--- config.mk ---
export PLATFORM = sky130hd
export DESIGN_NAME = wb_select_unit
export DESIGN_NICKNAME = d
export VERILOG_FILES = /design/src/rtl/wb_pkg.sv /design/src/rtl/wb_select_unit_mux.sv /design/src/rtl/wb_select_unit.sv
export SDC_FILE = /design/constraint.sdc
export NUM_CORES = 1
export LEC_CHECK = 0
export CAP_MARGIN = 5
export CORE_ASPECT_RATIO = 0.5
export CORE_MARGIN = 3
export CORE_UTILIZATION = 32
export CTS_CLUSTER_DIAMETER = 40
export DETAILED_ROUTE_END_ITERATION = 12
export PLACE_DENSITY = 0.79
export REMOVE_ABC_BUFFERS = 1
export SLEW_MARGIN = 10
export SYNTH_ARGS = -nofsm -noshare
export SYNTH_HDL_FRONTEND = slang
export SYNTH_SLANG_ARGS = --single-unit
--- constraint.sdc ---
create_clock -name clk -period 2.1 [get_ports clk]
set_input_delay 0.21 -clock clk [delete_from_list [all_inputs] [get_ports clk]]
set_output_delay 0.21 -clock clk [all_outputs]
set_load 0.02 [all_outputs]
--- src/rtl/wb_pkg.sv ---
// Shared types and defaults for the writeback source selector.
package wb_pkg;

  typedef enum logic {
    IDLE = 1'b0,
    WAIT = 1'b1
  } wb_state_t;

  localparam int WB_N_SRC_DEF   = 8;
  localparam int WB_WIDTH_DEF   = 32;
  localparam int WB_TIMEOUT_DEF = 64;

  function automatic int wb_cnt_w(input int timeout);
    return $clog2(timeout + 1);
  endfunction

endpackage

--- src/rtl/wb_select_unit_mux.sv ---
// Indexed source/ready select; out-of-range index yields zeros.
module wb_src_mux #(
    parameter int N_SRC = 8,
    parameter int WIDTH = 32
) (
    input  logic [N_SRC*WIDTH-1:0]   src_data,
    input  logic [N_SRC-1:0]         src_ready,
    input  logic [$clog2(N_SRC)-1:0] sel,
    output logic [WIDTH-1:0]         data,
    output logic                     ready,
    output logic                     oor
);

    localparam int SEL_W = $clog2(N_SRC);

    assign oor = int'(sel) >= N_SRC;

    always_comb begin
        data  = '0;
        ready = 1'b0;
        for (int i = 0; i < N_SRC; i++) begin
            if (sel == SEL_W'(i)) begin
                data  = src_data[i*WIDTH +: WIDTH];
                ready = src_ready[i];
            end
        end
    end

endmodule

--- src/rtl/wb_select_unit.sv ---
// Registered writeback source select with readiness wait,
// bounded timeout and illegal-select error reporting.
module wb_select_unit
    import wb_pkg::*;
#(
    parameter int N_SRC   = WB_N_SRC_DEF,
    parameter int WIDTH   = WB_WIDTH_DEF,
    parameter int TIMEOUT = WB_TIMEOUT_DEF
) (
    input  logic                     clk,
    input  logic                     reset,
    input  logic [N_SRC*WIDTH-1:0]   src_data,
    input  logic [N_SRC-1:0]         src_ready,
    input  logic                     wb_req,
    input  logic [$clog2(N_SRC)-1:0] wb_sel,
    output logic                     wb_busy,
    output logic [WIDTH-1:0]         wb_data,
    output logic                     wb_valid,
    output logic                     wb_err
);

    localparam int SEL_W = $clog2(N_SRC);
    localparam int CW    = wb_cnt_w(TIMEOUT);
    localparam logic [CW-1:0] CNT_LAST = CW'(TIMEOUT - 1);

    wb_state_t        state, state_d;
    logic [CW-1:0]    cnt, cnt_d;
    logic [SEL_W-1:0] lsel, lsel_d;
    logic [WIDTH-1:0] data_d;
    logic             valid_d, err_d;

    logic [SEL_W-1:0] m_sel;
    logic [WIDTH-1:0] m_data;
    logic             m_ready, m_oor;
    logic             last;

    // In WAIT the latched index drives the mux, never the live select.
    assign m_sel = (state == WAIT) ? lsel : wb_sel;
    assign last  = (cnt == CNT_LAST);

    wb_src_mux #(
        .N_SRC(N_SRC),
        .WIDTH(WIDTH)
    ) u_mux (
        .src_data (src_data),
        .src_ready(src_ready),
        .sel      (m_sel),
        .data     (m_data),
        .ready    (m_ready),
        .oor      (m_oor)
    );

    always_ff @(posedge clk) begin
        if (!reset) begin
            state    <= IDLE;
            cnt      <= '0;
            lsel     <= '0;
            wb_data  <= '0;
            wb_valid <= 1'b0;
            wb_err   <= 1'b0;
        end else begin
            state    <= state_d;
            cnt      <= cnt_d;
            lsel     <= lsel_d;
            wb_data  <= data_d;
            wb_valid <= valid_d;
            wb_err   <= err_d;
        end
    end

    always_comb begin
        state_d = state;
        cnt_d   = cnt;
        lsel_d  = lsel;
        unique case (state)
            IDLE: begin
                if (wb_req && !m_oor && !m_ready) begin
                    state_d = WAIT;
                    cnt_d   = '0;
                    lsel_d  = wb_sel;
                end
            end
            WAIT: begin
                if (m_ready || last) state_d = IDLE;
                else                 cnt_d   = cnt + CW'(1);
            end
        endcase
    end

    // Ready is checked before timeout so a coinciding ready wins.
    always_comb begin
        data_d  = wb_data;
        valid_d = 1'b0;
        err_d   = 1'b0;
        unique case (state)
            IDLE: begin
                if (wb_req) begin
                    unique case (1'b1)
                        m_oor: begin
                            valid_d = 1'b1;
                            err_d   = 1'b1;
                            data_d  = '0;
                        end
                        m_ready: begin
                            valid_d = 1'b1;
                            data_d  = m_data;
                        end
                        default: ;
                    endcase
                end
            end
            WAIT: begin
                if (m_ready) begin
                    valid_d = 1'b1;
                    data_d  = m_data;
                end else if (last) begin
                    valid_d = 1'b1;
                    err_d   = 1'b1;
                end
            end
        endcase
    end

    assign wb_busy = (state == WAIT);

endmodule

==> impl_results.md <==
- Unrepaired setup endpoints after global routing: true
- CP Max Fanout: 9
- CTS tree: built
- Outcome: complete, but fails checks
- Cts hold-fix bufs: 0
- Leak: ~3.2 nW
- PwrDens: ~540 mW/mm^2
- Core Region: approximately 0.012 sq mm
- Register area share after synthesis: 21.73%
- Pin slew with the least headroom to its limit: between 0.6 and 0.7 ns
- Clock transition at the registers of the reported paths: about 0.070 ns
- Antenna Nets Post-Route: 0
- Diode count: 0
- Die area: roughly 0.014 sq mm
- CP Cell Sequence: buf_6 -> mux2_4 -> mux2_4 -> a2bb2oi_4 -> o221a_4 -> nand2_2 -> buf_12 -> o2bb2ai_2
- Vias in the first global route: 5649
- PortBufs: between 300 and 400
- Setup ws final: -0.08218 ns
- Worst path buffer plus inverter count: 2
- Root buffer cell: clkbuf_16
- H-tree Lvls: 2
- Critical Path End Type: flop
- CTS buffer count: 5
- Std-Cell Rows: 28
- VDD IR-drop max: ~0.38 mV
- Synth area leader: dfxtp_1
- Post-DP HPWL: roughly 17 mm
- Post-synthesis register bit count: 45
- Iter 0 DRT Violations: between 500 and 600
- Vias: 5888
- Predominant post-synthesis flop cell: dfxtp_1
- Clock share of power: about a fifth
- Logic pwr share: a little under three fifths
- Synthesized area: between 0.004 and 0.005 sq mm
- Register Area: a little over 900 sq um
- Worst rel slew slack: 56.55%
- Final Cycle Share: 103.9%
- Critical path's top delay family: multiplexers
- GRT Overall Usage: roughly 28%
- Chip height: between 80 and 90 um
- Post-layout nets: between 1k and 1.5k
- Clock skew: about 0.0079 ns
- Hold crit path type: flop to flop
- Crit-path most repeated cell: mux2_4
- Mapped Cells: 580
- Share of layout cells above drive strength 1: between 10% and 20%
- I/O Pins: 305
- Most common cell in the synthesized netlist: nand2_1
- Residual DRC: 0
- Max Freq: between 400 and 500 MHz
- Int Pwr: 0.002870 W
- CP max stage cell: dfxtp_4
- DR vias/cell: approximately 5.5
- Switching share of power: a little over a third
- Tmin final: around 2.2 ns
- Final Hold Fails: 0
- Setup violators final: 30
- CP required: around 2.3 ns
- Slowest stage delay, CP: between 0.3 and 0.4 ns
- Worst skew pair latency: 0.29 ns
- Final Slew Violations: 0
- Area of the multi-input gates: about 0.0031 sq mm
- Part of the power in registers: roughly a quarter
- Post-synth cell types: 46
- Post-synth EDFFs: 0
- Ys Warns: 0
- Max clock buf depth: 2
- Routed WL per cell: 19.98 um
- Area contributors post-synth: dfxtp_1, nand2_1, a311oi_1, mux2i_1, o22ai_1
- Critical path arrival: about 2.4 ns
- Chip Width: between 150 and 200 um
- Setup WS pre-CTS: -0.2427 ns
- WS Path Type: flop to flop
- First-pass GRT wire length: between 30 and 40 mm
- Top cell type's share of synthesized area: between 20% and 30%
- WHS: approximately 0.45 ns
- WL final: approximately 21 mm
- Sw power: 0.001579 W
- CTS sink cnt: 45
- Synth async-reset ratio: 0%
- Placer Congestion: between 0.9 and 1
- Antenna violations before repair: 0
- Pin count of the biggest net entering global routing: 43
- Starting Density: about a third
- Top post-synthesis cells by count: nand2_1, dfxtp_1, a311oi_1, nand3_1, o22ai_1
- Final core occ: about two thirds
- Syn_area_per_cell: between 7 and 8 sq um
- Gr ovfl total: 0
- P&R area growth vs syn: 98.10%
- Violated checks: setup timing
- Detailed-router iteration count before antenna repair: 5
- Max-cap violations: 0
- CP startpoint kind: flop
- # fillers: between 1k and 1.5k
final cells by class:
| class | count | area share [%] |
|---|---|---|
| sequential | 45 | 11.02 |
| tap | 165 | 2.514 |
| inverter | 1 | 0.04571 |
| clock buffer | 7 | 1.737 |
| multi-input combinational | 477 | 38.08 |
| timing repair buffer | 379 | 46.24 |
| clock inverter | 1 | 0.3657 |
power groups by stage:
| stage | Clock (W) | Sequential, W | Combinational [W] |
|---|---|---|---|
| floorplan | 0 | 0.00115 | 0.000910 |
| global placement | 0 | 0.00104 | 0.00226 |
| detailed placement | 0 | 0.00104 | 0.00229 |
| CTS | 0.000965 | 0.00103 | 0.00235 |
| global route | 0.00101 | 0.00105 | 0.00261 |
| finish | 0.000949 | 0.00104 | 0.00246 |
layout by cell type (no fill, tap or decap), drive strengths merged:
| master | instances |
|---|---|
| clkdlybuf4s50 | 304 |
| nand2 | 186 |
| buf | 75 |
| a311oi | 47 |
| dfxtp | 45 |
| nand3 | 41 |
| o22ai | 41 |
| mux2i | 36 |
| nor2 | 26 |
| o21ai | 17 |
| and3 | 15 |
| a21oi | 14 |
| a31o | 13 |
| o2bb2ai | 12 |
| clkbuf | 7 |
| mux2 | 4 |
| nor3 | 3 |
| a31oi | 3 |
| nand2b | 2 |
| nand3b | 2 |
| nand4 | 2 |
| a21boi | 2 |
| or3 | 2 |
| a2bb2oi | 1 |
| a32oi | 1 |
| and2b | 1 |
| nor4 | 1 |
| inv | 1 |
| and4 | 1 |
| o221a | 1 |
| a2bb2o | 1 |
| o221ai | 1 |
| ha | 1 |
| bufinv | 1 |
state kept, by name, summed over array words and instances (netlist names):
signal and flops:
lsel 3, wb_busy 1, wb_valid 1, wb_err 1, wb_data 32, cnt 7
path summary, 6_finish.rpt:
kind	start	endpoint	slack [ns]	depth (start not counted)
max	wb_busy	wb_data[29]	-0.08	8
min	cnt[6]	cnt[6]	0.45	2
max reg2reg	wb_busy	wb_data[29]	-0.08	8
min reg2reg	cnt[6]	cnt[6]	0.45	2
worst reg2reg max path: stages (launching register included):
cell and delay (ns):
dfxtp_4 0.37, buf_6 0.11, mux2_4 0.36, mux2_4 0.33, a2bb2oi_4 0.19, o221a_4 0.33, nand2_2 0.17, buf_12 0.16
o2bb2ai_2 0.06
cells by family after synthesis:
logic type	after synthesis	share of synthesized area [%]
adder cells (fa/ha/maj)	1	0.3018
AND/OR/NAND/NOR	282	29.34
buffers and inverters	58	7.456
AO/OA/AOI/OAI	154	30.82
flip-flops	45	21.73
multiplexers	40	10.35
metal layers:
metal	GRT usage [%]	up-vias	wire, um	part of all wire, %
met4	6.662	0	538	2.5
met2	48.47	250	10840	50
li1	-	2791	-	-
met5	0	-	0	0
met3	4.601	46	1275	5.9
met1	35.77	2801	8821	41
through the flow:
stage / area (sq um) / setup TNS, ns / power, W / std cells
final: 8212 / -1.630 / 0.004449 / 1075
after global routing: 8212 / -3.756 / 0.004672 / 1075
after CTS: 8030 / -0.6894 / 0.004351 / 1073
after detailed placement: 7774 / -6.662 / 0.003335 / 1062
after global placement: 7774 / -3.707 / 0.003300 / 1062
after floorplan: 3840 / -205.08 / 0.002062 / 523
what timing repair did:
item | 4_1_cts | 5_1_grt
gates resized for setup | 14 | 31
buffers inserted | 2 | 3
pin swaps | 5 | 8
gates cloned | 1 | 0
endpoints found under the setup margin | 38 | 39
No activity file was read; power rests on OpenSTA's default activity.
